`src/rtl/icache_pkg.sv`:
```
// Shared definitions for the instruction cache and its miss-refill controller.
// Address field positions are common to both so they agree on the line layout.
package icache_pkg;

    typedef enum logic [1:0] {
        IDLE,
        FETCH,
        DONE,
        ERROR
    } refill_state_t;

    localparam int unsigned WORDS_PER_LINE = 4;
    localparam int unsigned LINE_W         = 128;

    // Byte address fields: [3:2] word in line, [6:4] line index, [31:7] tag.
    localparam int unsigned OFFSET_LSB = 2;
    localparam int unsigned OFFSET_MSB = 3;
    localparam int unsigned INDEX_LSB  = 4;
    localparam int unsigned INDEX_MSB  = 6;
    localparam int unsigned TAG_LSB    = 7;
    localparam int unsigned TAG_MSB    = 31;

endpackage

```
`src/rtl/refill_wait_timer.sv`:
```
// Counts consecutive wait cycles on one memory beat.
// expired is high in the cycle whose end would be the TERMINAL-th wait.
module refill_wait_timer #(
    parameter int unsigned TERMINAL = 255
) (
    input  logic clock,
    input  logic reset_n,
    input  logic clear,
    input  logic enable,
    output logic expired
);

    localparam int unsigned CNT_W = $clog2(TERMINAL + 1);

    logic [CNT_W-1:0] count_q;
    logic [CNT_W-1:0] count_d;

    assign expired = enable && !clear && (count_q == CNT_W'(TERMINAL - 1));

    always_comb begin
        count_d = count_q;
        if (clear) begin
            count_d = '0;
        end else if (enable && (count_q != CNT_W'(TERMINAL))) begin
            count_d = count_q + CNT_W'(1);
        end
    end

    always_ff @(posedge clock or negedge reset_n) begin
        if (!reset_n) begin
            count_q <= '0;
        end else begin
            count_q <= count_d;
        end
    end

endmodule

```
`src/rtl/icache_refill_ctrl.sv`:
```
// Instruction cache miss-refill controller: fetches the four words of a missing
// line in order, presents the assembled line for one cycle and stalls fetch meanwhile.
module icache_refill_ctrl #(
    parameter int unsigned ADDR_W         = 32,
    parameter int unsigned WORD_W         = 32,
    parameter int unsigned WORDS_PER_LINE = 4,
    parameter int unsigned TIMEOUT        = 255
) (
    input  logic                             clock,
    input  logic                             reset_n,
    input  logic                             miss_req,
    input  logic [ADDR_W-1:0]                miss_addr,
    output logic                             mem_req,
    output logic [ADDR_W-1:0]                mem_addr,
    input  logic                             mem_ready,
    input  logic [WORD_W-1:0]                mem_rdata,
    output logic                             line_valid,
    output logic [ADDR_W-1:0]                line_addr,
    output logic [WORD_W*WORDS_PER_LINE-1:0] data_line,
    output logic                             stall,
    output logic                             bus_error
);

    import icache_pkg::*;

    localparam int unsigned BEAT_W    = $clog2(WORDS_PER_LINE);
    localparam int unsigned LINE_BITS = WORD_W * WORDS_PER_LINE;
    localparam logic [BEAT_W-1:0] LAST_BEAT = BEAT_W'(WORDS_PER_LINE - 1);
    localparam logic [ADDR_W-1:0] OFFSET_MASK = ADDR_W'((1 << INDEX_LSB) - 1);

    refill_state_t        state_q, state_d;
    logic [ADDR_W-1:0]    base_q, base_d;
    logic [BEAT_W-1:0]    beat_q, beat_d;
    logic [WORD_W-1:0]    line_buf_q [WORDS_PER_LINE];
    logic [WORD_W-1:0]    line_buf_d [WORDS_PER_LINE];
    logic                 mem_req_q, mem_req_d;
    logic [ADDR_W-1:0]    mem_addr_q, mem_addr_d;
    logic                 line_valid_q, line_valid_d;
    logic [ADDR_W-1:0]    line_addr_q, line_addr_d;
    logic [LINE_BITS-1:0] data_line_q, data_line_d;
    logic                 stall_q, stall_d;
    logic                 bus_error_q, bus_error_d;

    logic                 beat_done;
    logic                 timer_expired;
    logic [BEAT_W-1:0]    beat_inc;
    logic [LINE_BITS-1:0] assembled;

    assign beat_done = (state_q == FETCH) && mem_req_q && mem_ready;
    assign beat_inc  = beat_q + BEAT_W'(1);

    refill_wait_timer #(
        .TERMINAL (TIMEOUT)
    ) u_wait_timer (
        .clock   (clock),
        .reset_n (reset_n),
        .clear   ((state_q != FETCH) || beat_done),
        .enable  ((state_q == FETCH) && !beat_done),
        .expired (timer_expired)
    );

    always_comb begin
        for (int i = 0; i < WORDS_PER_LINE; i++) begin
            assembled[i*WORD_W +: WORD_W] = line_buf_d[i];
        end
    end

    // Outputs are computed for the state being entered so they can all be registered.
    always_comb begin
        state_d      = state_q;
        base_d       = base_q;
        beat_d       = beat_q;
        line_buf_d   = line_buf_q;
        mem_req_d    = 1'b0;
        mem_addr_d   = mem_addr_q;
        line_valid_d = 1'b0;
        line_addr_d  = line_addr_q;
        data_line_d  = data_line_q;
        stall_d      = 1'b0;
        bus_error_d  = 1'b0;

        case (state_q)
            IDLE: begin
                if (miss_req) begin
                    base_d     = miss_addr & ~OFFSET_MASK;
                    beat_d     = '0;
                    mem_addr_d = miss_addr & ~OFFSET_MASK;
                    mem_req_d  = 1'b1;
                    stall_d    = 1'b1;
                    state_d    = FETCH;
                end
            end
            FETCH: begin
                stall_d   = 1'b1;
                mem_req_d = 1'b1;
                if (beat_done) begin
                    line_buf_d[beat_q] = mem_rdata;
                    if (beat_q == LAST_BEAT) begin
                        data_line_d  = assembled;
                        line_addr_d  = base_q;
                        line_valid_d = 1'b1;
                        mem_req_d    = 1'b0;
                        state_d      = DONE;
                    end else begin
                        beat_d     = beat_inc;
                        mem_addr_d = base_q | (ADDR_W'(beat_inc) << OFFSET_LSB);
                    end
                end else if (timer_expired) begin
                    mem_req_d   = 1'b0;
                    bus_error_d = 1'b1;
                    state_d     = ERROR;
                end
            end
            DONE: begin
                state_d = IDLE;
            end
            ERROR: begin
                state_d = IDLE;
            end
            default: begin
                state_d = IDLE;
            end
        endcase
    end

    always_ff @(posedge clock or negedge reset_n) begin
        if (!reset_n) begin
            state_q      <= IDLE;
            base_q       <= '0;
            beat_q       <= '0;
            mem_req_q    <= 1'b0;
            mem_addr_q   <= '0;
            line_valid_q <= 1'b0;
            line_addr_q  <= '0;
            data_line_q  <= '0;
            stall_q      <= 1'b0;
            bus_error_q  <= 1'b0;
            for (int i = 0; i < WORDS_PER_LINE; i++) begin
                line_buf_q[i] <= '0;
            end
        end else begin
            state_q      <= state_d;
            base_q       <= base_d;
            beat_q       <= beat_d;
            mem_req_q    <= mem_req_d;
            mem_addr_q   <= mem_addr_d;
            line_valid_q <= line_valid_d;
            line_addr_q  <= line_addr_d;
            data_line_q  <= data_line_d;
            stall_q      <= stall_d;
            bus_error_q  <= bus_error_d;
            for (int i = 0; i < WORDS_PER_LINE; i++) begin
                line_buf_q[i] <= line_buf_d[i];
            end
        end
    end

    assign mem_req    = mem_req_q;
    assign mem_addr   = mem_addr_q;
    assign line_valid = line_valid_q;
    assign line_addr  = line_addr_q;
    assign data_line  = data_line_q;
    assign stall      = stall_q;
    assign bus_error  = bus_error_q;

endmodule

```
`config.mk`:
```
export PLATFORM = sky130hd
export DESIGN_NAME = icache_refill_ctrl
export DESIGN_NICKNAME = d
export VERILOG_FILES = /design/src/rtl/icache_pkg.sv /design/src/rtl/refill_wait_timer.sv /design/src/rtl/icache_refill_ctrl.sv
export SDC_FILE = /design/constraint.sdc
export NUM_CORES = 1
export LEC_CHECK = 0
export ABC_AREA = 1
export CAP_MARGIN = 10
export CORE_UTILIZATION = 40
export DETAILED_ROUTE_END_ITERATION = 10
export PLACE_DENSITY = 0.74
export SYNTH_ARGS = -nofsm -noshare
export SYNTH_HDL_FRONTEND = slang
export SYNTH_SLANG_ARGS = --single-unit
```
`constraint.sdc`:
```
create_clock -name clock -period 2.3 [get_ports clock]
set_clock_uncertainty 0.1 [all_clocks]
set_input_delay 0.23 -clock clock [delete_from_list [all_inputs] [get_ports clock]]
set_output_delay 0.23 -clock clock [all_outputs]
set_load 0.05 [all_outputs]
```
; ---- Word-level counts from Yosys, hierarchy flattened
; Index checks and enable logic that the tools add are counted.
[word_totals]
ff_bits = 360
input_bits = 68
word_cells = 83
[op_classes]
addsub = 2
magnitude_cmp = 2
eq_ne = 12
mux = 32
n_bitwise = 2
reduce_logical = 18
[op_table]
columns = cell, n
row1 = $mux 128, 2
row2 = $bwmux 128, 1
row3 = $mux 32, 4
row4 = $demux 32 s2, 1
row5 = $pmux 32 s2, 1
row6 = $or 32x4->32, 1
row7 = $mux 8, 2
row8 = $mux 2, 7
row9 = $mux 1, 10
row10 = $add 8x1->8 const B, 1
row11 = $eq 8x8->1 const B, 1
row12 = $ne 8x8->1 const B, 1
row13 = $logic_and 1x1->1, 7
row14 = $eq 2x2->1 const B, 3
row15 = $ne 2x2->1 const B, 3
row16 = $pmux 2 s3, 1
row17 = $reduce_and 3->1, 2
row18 = $pmux 1 s2, 2
row19 = $pmux 2 s2, 1
row20 = $reduce_and 4->1, 1
row21 = $reduce_bool 2->1, 2
row22 = $ge 3x3->1 const B, 1
row23 = $lt 3x1->1 const B, 1
row24 = $ne 3x2->1 const B, 1
row25 = other kinds (10), 11

; ---- Logic depth before layout (Yosys ltp)
; Gate-level depths: netlist of run 1.
[logic_depth]
depth_word = 10
depth_mapped = 10
ltp_nobuf = 8

; ---- Modules after synthesis
; Synthesis of run 1 repeated with hierarchy kept, for this count alone.
[hier_totals]
hier_cells = 1777
area_unflattened_um2 = 14048.5
[modules_own_cells]
columns = mod, n_inst, cells_each, area_each_um2
row1 = icache_refill_ctrl, 1, 1701, 13519.2
row2 = refill_wait_timer, 1, 76, 529.3

; ---- Worst setup path before layout of run 1
; No wires, ideal clock.
[synth_timing]
path_type = register -> register
startpoint = reg beat_q[0]
endpoint = reg data_line_q[68] (netlist: data_line[68])
arrival_ns = 1.700
required_ns = 2.082
setup_slack_ns = 0.382
path_stages_with_launch = 11
n_path_buf = 2
period_less_slack_ns = 1.918
path_cell_list = dfrtp_1 -> inv_1 -> ha_1 -> buf_2 -> buf_1 -> nand2_1 -> o21ai_0 -> nand2_1 -> nand2_1 -> nand2_1 -> nand2_1
[synth_lines]
columns = item, line_no
row1 = from (decl), icache_refill_ctrl.sv:33  ; logic [BEAT_W-1:0] beat_q, beat_d;
row2 = from (signal assigned), icache_refill_ctrl.sv:144  ; beat_q <= beat_d;
row3 = to (signal assigned), icache_refill_ctrl.sv:149  ; data_line_q <= data_line_d;
row4 = to (decl), icache_refill_ctrl.sv:40  ; logic [LINE_BITS-1:0] data_line_q, data_line_d;

==> out/qor.yml, run 1 <==
outcome:
  status: "completed"
clocking:
  tritoncts: "yes"
  cts.reportedPaths.clkPinSlew_ns: 0.06
  post_cts_buffers: 0
  cts_made_buffers: 35
  root_buffer: "clkbuf_16"
  clockBufferDepth: 3
  cts_resized: 0
  clk_latency_ns: 0.52
  h-tree-depth: 2
  numClockSinks: 324
global_routing:
  grt_pass1_vias: 11620
  antenna_found_initial: 0
  gr-total-overflow: 0
  track_usage: 0.2091
  grt_pass1_wl_mm: 60.46
  grt_max_degree: 98
finish:
  nets: 2063
  fin_area_sq_um: 18210
  drive_gt1_frac: 0.04667
  final_util: 0.5285
  syn_to_final_growth_pct: 30.05
  final_cells: 2470
power_and_ir_drop:
  p_total_mw: 26.89
  cellLeakagePower_nw: 9.329
  irDropWorstVdd_v: 0.0009406
  power_density_nw_per_um2: 1477
timing:
  fmax_ghz: 0.4685
  rsz0062_at_grt: "false"
  hold_violations: 0
  worstMarginPinSlew_ns: 0.6575
  hold_ws_ns: 0.2011
  setup_viol_count_final: 0
  finalCriticalPeriod_ns: 2.134
  setup_slack_ns: 0.1655
  drv_slew: 0
  period_share: 0.9280
  tns_ns: 0
  relSlewSlack: 0.5617
setup_path:
  crit_family: "buffers and inverters"
  worst-path-buf-inv: 1
  cp-start-kind: "register"
  crit_path_top_delay_cell: "clkdlybuf4s50_1"
  cpPeakStageDelay_ns: 0.88
  setup.worst_path.class: "register to output port"
  crit_path_end_kind: "output port"
  arrival_ns: 1.80
  path_cells: "clkdlybuf4s50_1"
  cp_max_fo: 5
  critPathRequiredTime_ns: 1.97
logic_synthesis:
  syn_area_per_cell_sq_um: 7.942
  yosys_warnings: 0
  syn_area_sq_um: 14000
  synth_seq_cells: 324
  synth-seq-area-share: 0.5790
  ys_types: 22
  syn_inst: 1763
floorplan:
  num_rows: 68
  core_area_sq_um: 34460
  die_w_microns: 189.1
  die_area_sq_um: 35760
  initial_core_util: 0.4064
  dieHeight_microns: 189.1
  ios: 264
drt:
  via_per_inst: 4.834
  first_pass_iters: 5
  avgRoutedWirePerCell_microns: 14.99
  routed_wl_mm: 37.02
  vias: 11939
  drtIter0Drc: 936
  post-route-drc-count: 0
  ant_nets: 0
place:
  portBuffers: 253
  placed_cells: 2406
  hpwl_mm: 23.90
  dpl_cell_area_sq_um: 17090
  dp_slack_ns: 0.2355
  gp_congestion: 0.8062
hold_path:
  hold_class: "input pin to asynchronous set/reset pin"
run:
  drv_cap: 0
worst paths after layout:
| check | from | end | slack, ns | depth (start not counted) |
|---|---|---|---|---|
| min in group clock | miss_addr[13] | base_q[13] | 0.23 | 3 |
| max reg2reg | beat_q[0] | data_line[114] | 0.35 | 5 |
| max | beat_q[0] | mem_addr[2] | 0.17 | 1 |
| min reg2reg | mem_addr[16] | mem_addr[16] | 0.37 | 2 |
| max in group asynchronous | reset_n | data_line[37] | 1.12 | 3 |
| min | reset_n | data_line[89] | 0.20 | 2 |
Yosys cell counts:
cell type / n / area share
a21oi_1: 29 / 0.010
a31oi_1: 1 / 0.00045
buf_1: 13 / 0.0035
buf_2: 38 / 0.014
buf_4: 14 / 0.0075
buf_6: 9 / 0.0072
clkbuf_1: 28 / 0.0075
conb_1: 1 / 0.00027
dfrtp_1: 324 / 0.58
ha_1: 6 / 0.0054
inv_1: 140 / 0.038
inv_2: 1 / 0.00027
nand2_1: 943 / 0.25
nand2_2: 2 / 0.00089
nand3_1: 12 / 0.0043
nand4_1: 1 / 0.00045
nor2_1: 40 / 0.011
nor2_4: 1 / 0.00080
nor3_1: 1 / 0.00036
o21ai_0: 157 / 0.056
o21bai_1: 1 / 0.00054
or2_2: 1 / 0.00045
sequential cells by signal, summed over array words and instances (netlist names):
name / cells
line_addr: 28
line_valid: 1
bus_error: 1
u_wait_timer.count_q: 8
mem_req: 1
state_q: 2
line_buf_q: 96
mem_addr: 29
base_q: 28
beat_q: 1
data_line: 128
stall: 1
power by group:
part	switching, mW	internal [mW]
combinational	8.49	3.91
sequential	1.18	7.85
clock	2.27	3.20
total	11.9	15.0
layout make-up:
| type | instances | area, sq um |
|---|---|---|
| fill | 3127 | 16250 |
| antenna | 1 | 2.502 |
| multi-input combinational | 1201 | 4865 |
| inverter | 141 | 531.8 |
| clock buffer | 54 | 1028 |
| clock inverter | 8 | 82.58 |
| tap | 455 | 569.3 |
| sequential | 324 | 8108 |
| timing repair buffer | 286 | 3023 |
repair_timing:
| action | CTS | global route |
|---|---|---|
| endpoints found under the setup margin | 0 | 0 |
| hold buffers | 1 | 0 |
| hold endpoints to repair | 67 | 0 |
kinds of logic (layout without fill, tap and decap cells):
group	Yosys count	in the layout	share of synthesized area
simple gates	1001	1001	0.2708
flops	324	324	0.5790
buf+inv	243	489	0.07712
compound gates	188	188	0.06747
fa+ha+maj	6	6	0.005361
other cells	1	7	0.0002678
cells in the final DEF, fill, tap and decap left out, types with 2 or more instances in the layout:
master / netlist / layout
a21oi_1: 29 / 29
buf_12: 0 / 19
buf_4: 14 / 14
clkbuf_1: 28 / 12
clkbuf_16: 0 / 36
clkbuf_8: 0 / 6
clkdlybuf4s50_1: 0 / 251
clkinv_2: 0 / 4
conb_1: 1 / 6
dfrtp_1: 324 / 324
ha_1: 6 / 3
ha_2: 0 / 3
inv_1: 140 / 140
nand2_1: 943 / 941
nand2_2: 2 / 2
nand3_1: 12 / 12
nor2_1: 40 / 40
o21ai_0: 157 / 157
layer usage:
metal / up-vias / wire length, microns / GRT usage
met4: 0 / 939 / 0.06576
li1: 5789 / - / -
met5: - / 0 / 0
met1: 5703 / 15900 / 0.2705
met2: 390 / 16910 / 0.3396
met3: 57 / 3272 / 0.05857
Power figures use the tool's default switching activity.
==> inputs of run 2 (changes only) <==
--- a/config.mk
+++ b/config.mk
@@ -9,7 +9,6 @@
 export CAP_MARGIN = 10
 export CORE_UTILIZATION = 40
 export DETAILED_ROUTE_END_ITERATION = 10
-export PLACE_DENSITY = 0.74
 export SYNTH_ARGS = -nofsm -noshare
 export SYNTH_HDL_FRONTEND = slang
 export SYNTH_SLANG_ARGS = --single-unit
==> run 2 against run 1 <==
Design area increased by 0.63%. Hold slack got worse by 0.018 ns. Flip-flop and latch count stayed put. Clock power grew 6.9%. Via count fell by 2.5%. Sequential power decreased by 0.8%. Critical endpoint unchanged. Largest cell class unchanged. Largest power group unchanged.
==> out/qor.yml, run 2 (synthesized netlist as in run 1, its figures left out) <==
outcome:
  status: "completed"
clocking:
  clockBufferDepth: 3  # unchanged
  cts_made_buffers: 38  # +8.6%
  tritoncts: "yes"
  h-tree-depth: 2  # unchanged
  root_buffer: "clkbuf_16"
  post_cts_buffers: 0  # unchanged
  numClockSinks: 324  # unchanged
  cts.reportedPaths.clkPinSlew_ns: 0.06  # about the same
  clk_latency_ns: 0.52  # about the same
timing:
  setup_viol_count_final: 0  # unchanged
  rsz0062_at_grt: "false"
  finalCriticalPeriod_ns: 2.155  # +0.02029 ns
  setup_slack_ns: 0.1452  # -0.02030 ns
  fmax_ghz: 0.4641  # -0.94%
  hold_violations: 0  # unchanged
  tns_ns: 0  # unchanged
  drv_slew: 0  # unchanged
  period_share: 0.9369  # +0.008824
  relSlewSlack: 0.5826  # +0.02095
  worstMarginPinSlew_ns: 0.6241  # -0.03339 ns
power_and_ir_drop:
  power_density_nw_per_um2: 1479  # +0.13%
  internal-power_mw: 15.24  # +1.9%
  clkPwrFrac: 0.216  # +0.012
  irDropWorstVdd_v: 0.0009187  # -2.3%
  pwr-share-comb: 0.454  # -0.007
  swShare: 0.4376  # -0.006102
  p_total_mw: 27.10  # +0.76%
  seq_power_share: 0.330  # -0.005
  cellLeakagePower_nw: 9.405  # +0.82%
  p_switching_mw: 11.86  # -0.62%
finish:
  syn_to_final_growth_pct: 30.87
  fin_area_sq_um: 18330  # +0.63%
  nets: 2072  # +0.44%
  final_cell_mix: "941 x nand2_1, 324 x dfrtp_1, 250 x clkdlybuf4s50_1"
  largest_reg_flops: 128  # unchanged
  final_common_cell: "nand2_1"
  fillerInstances: 3264  # +4.4%
  final_cells: 2480  # +0.40%
  drive_gt1_frac: 0.05287  # +0.006192
setup_path:
  crit_family: "buffers and inverters"
  worst-path-stages: 1  # unchanged
  cp_max_fo: 5  # unchanged
  worst-path-buf-inv: 1  # unchanged
  critPathRequiredTime_ns: 1.97  # about the same
  setup.worst_path.class: "register to output port"
  cp-start-kind: "register"
  path_cells: "clkdlybuf4s50_1"
  crit_path_top_delay_cell: "clkdlybuf4s50_1"
  reg2regPathDepth: 9  # +4
  crit_path_end_kind: "output port"
  cpPeakStageDelay_ns: 0.88  # about the same
  arrival_ns: 1.82  # +0.02 ns
  reg2reg_slack_ns: 0.46  # +0.11 ns
place:
  dp_slack_ns: 0.1642  # -0.07135 ns
  gp_congestion: 0.7846  # -2.7%
  placed_cells: 2412  # +0.25%
  portBuffers: 253  # unchanged
  dpl_cell_area_sq_um: 17090  # about the same
  hpwl_mm: 24.04  # +0.55%
global_routing:
  track_usage: 0.2123  # +0.003215
  grt_max_degree: 70  # -29%
  gr-total-overflow: 0  # unchanged
  grt_pass1_vias: 11451  # -1.5%
  grt_pass1_wl_mm: 60.89  # +0.71%
  antenna_found_initial: 1  # +1
run:
  drv_cap: 0  # unchanged
floorplan:
  dieHeight_microns: 189.1  # unchanged
  ios: 264  # unchanged
  initial_core_util: 0.4064  # unchanged
  core_area_sq_um: 34460  # unchanged
  die_area_sq_um: 35760  # unchanged
  die_w_microns: 189.1  # unchanged
  num_rows: 68  # unchanged
drt:
  first_pass_iters: 5  # unchanged
  drtIter0Drc: 704  # -25%
  avgRoutedWirePerCell_microns: 14.96  # -0.21%
  ant_nets: 0  # unchanged
  post-route-drc-count: 0  # unchanged
  via_per_inst: 4.692  # -2.9%
  routed_wl_mm: 37.09  # +0.19%
  vias: 11637  # -2.5%
hold_path:
  hold_class: "input pin to asynchronous set/reset pin"
==> run 2: cell count changes in the layout (fill, tap and decap cells not counted), sizes merged <==
cell and delta:
buf +7, clkinv -1, clkdlybuf4s50 -1, clkbuf +5
==> run 2: power by group through the flow <==
stage	Sequential (mW)	Clock, mW	Combinational, mW
2_1_floorplan	13.0	0	4.11
3_3_place_gp	8.93	0	12.2
3_5_place_dp	9.01	0	12.4
4_1_cts	8.96	6.01	12.4
5_1_grt	9.21	6.25	13.4
6_report	8.95	5.86	12.3
==> run 2: cell type report <==
cell class	instances	area, sq um	area share
tap	455	569.3	0.03107
clock buffer	59	1151	0.06282
clock inverter	7	70.07	0.003824
timing repair buffer	292	3028	0.1652
multi-input combinational	1201	4865	0.2655
inverter	141	531.8	0.02902
antenna	1	2.502	0.0001366
sequential	324	8108	0.4424
==> run 2: metal layers <==
layer  vias up  share of wire  track usage
met3        50          0.088      0.06728
li1       5805              -            -
met1      5495           0.46       0.2902
met4         0          0.019      0.05211
met5         -              0            0
met2       287           0.43       0.3273
==> run 2: final timing paths <==
path	from	endpoint
min in group clock	miss_addr[13]	base_q[13]
setup / recovery	beat_q[0]	mem_addr[2]
max in group asynchronous	reset_n	data_line[71]
hold reg to reg	mem_addr[4]	mem_addr[4]
hold / removal	reset_n	data_line[121]
setup reg to reg	beat_q[0]	data_line[13]
==> run 2: repair_timing <==
| item | 4_1_cts | 5_1_grt |
|---|---|---|
| gates resized for setup | 0 | 0 |
| endpoints found under the setup margin | 0 | 0 |
| hold buffers | 1 | 0 |
| hold endpoints to repair | 60 | 0 |
==> run 2: per-stage QoR <==
| step | utilization | hold slack [ns] |
|---|---|---|
| 4_1_cts | 0.5317 | 0.1910 |
| 3_5_place_dp | 0.4960 | 0.1527 |
| 3_3_place_gp | 0.4960 | 0.1509 |
| 6_report | 0.5318 | 0.1834 |
| 2_1_floorplan | - | -0.1656 |
| 5_1_grt | 0.5317 | 0.2198 |
==> inputs of run 3 (changes only) <==
--- a/config.mk
+++ b/config.mk
@@ -9,6 +9,8 @@
 export CAP_MARGIN = 10
 export CORE_UTILIZATION = 40
 export DETAILED_ROUTE_END_ITERATION = 10
+export GPL_ROUTABILITY_DRIVEN = 0
+export SLEW_MARGIN = 10
 export SYNTH_ARGS = -nofsm -noshare
 export SYNTH_HDL_FRONTEND = slang
 export SYNTH_SLANG_ARGS = --single-unit
==> results of run 3 <==
Final layout, timing and power as in run 2 (identical DEF).
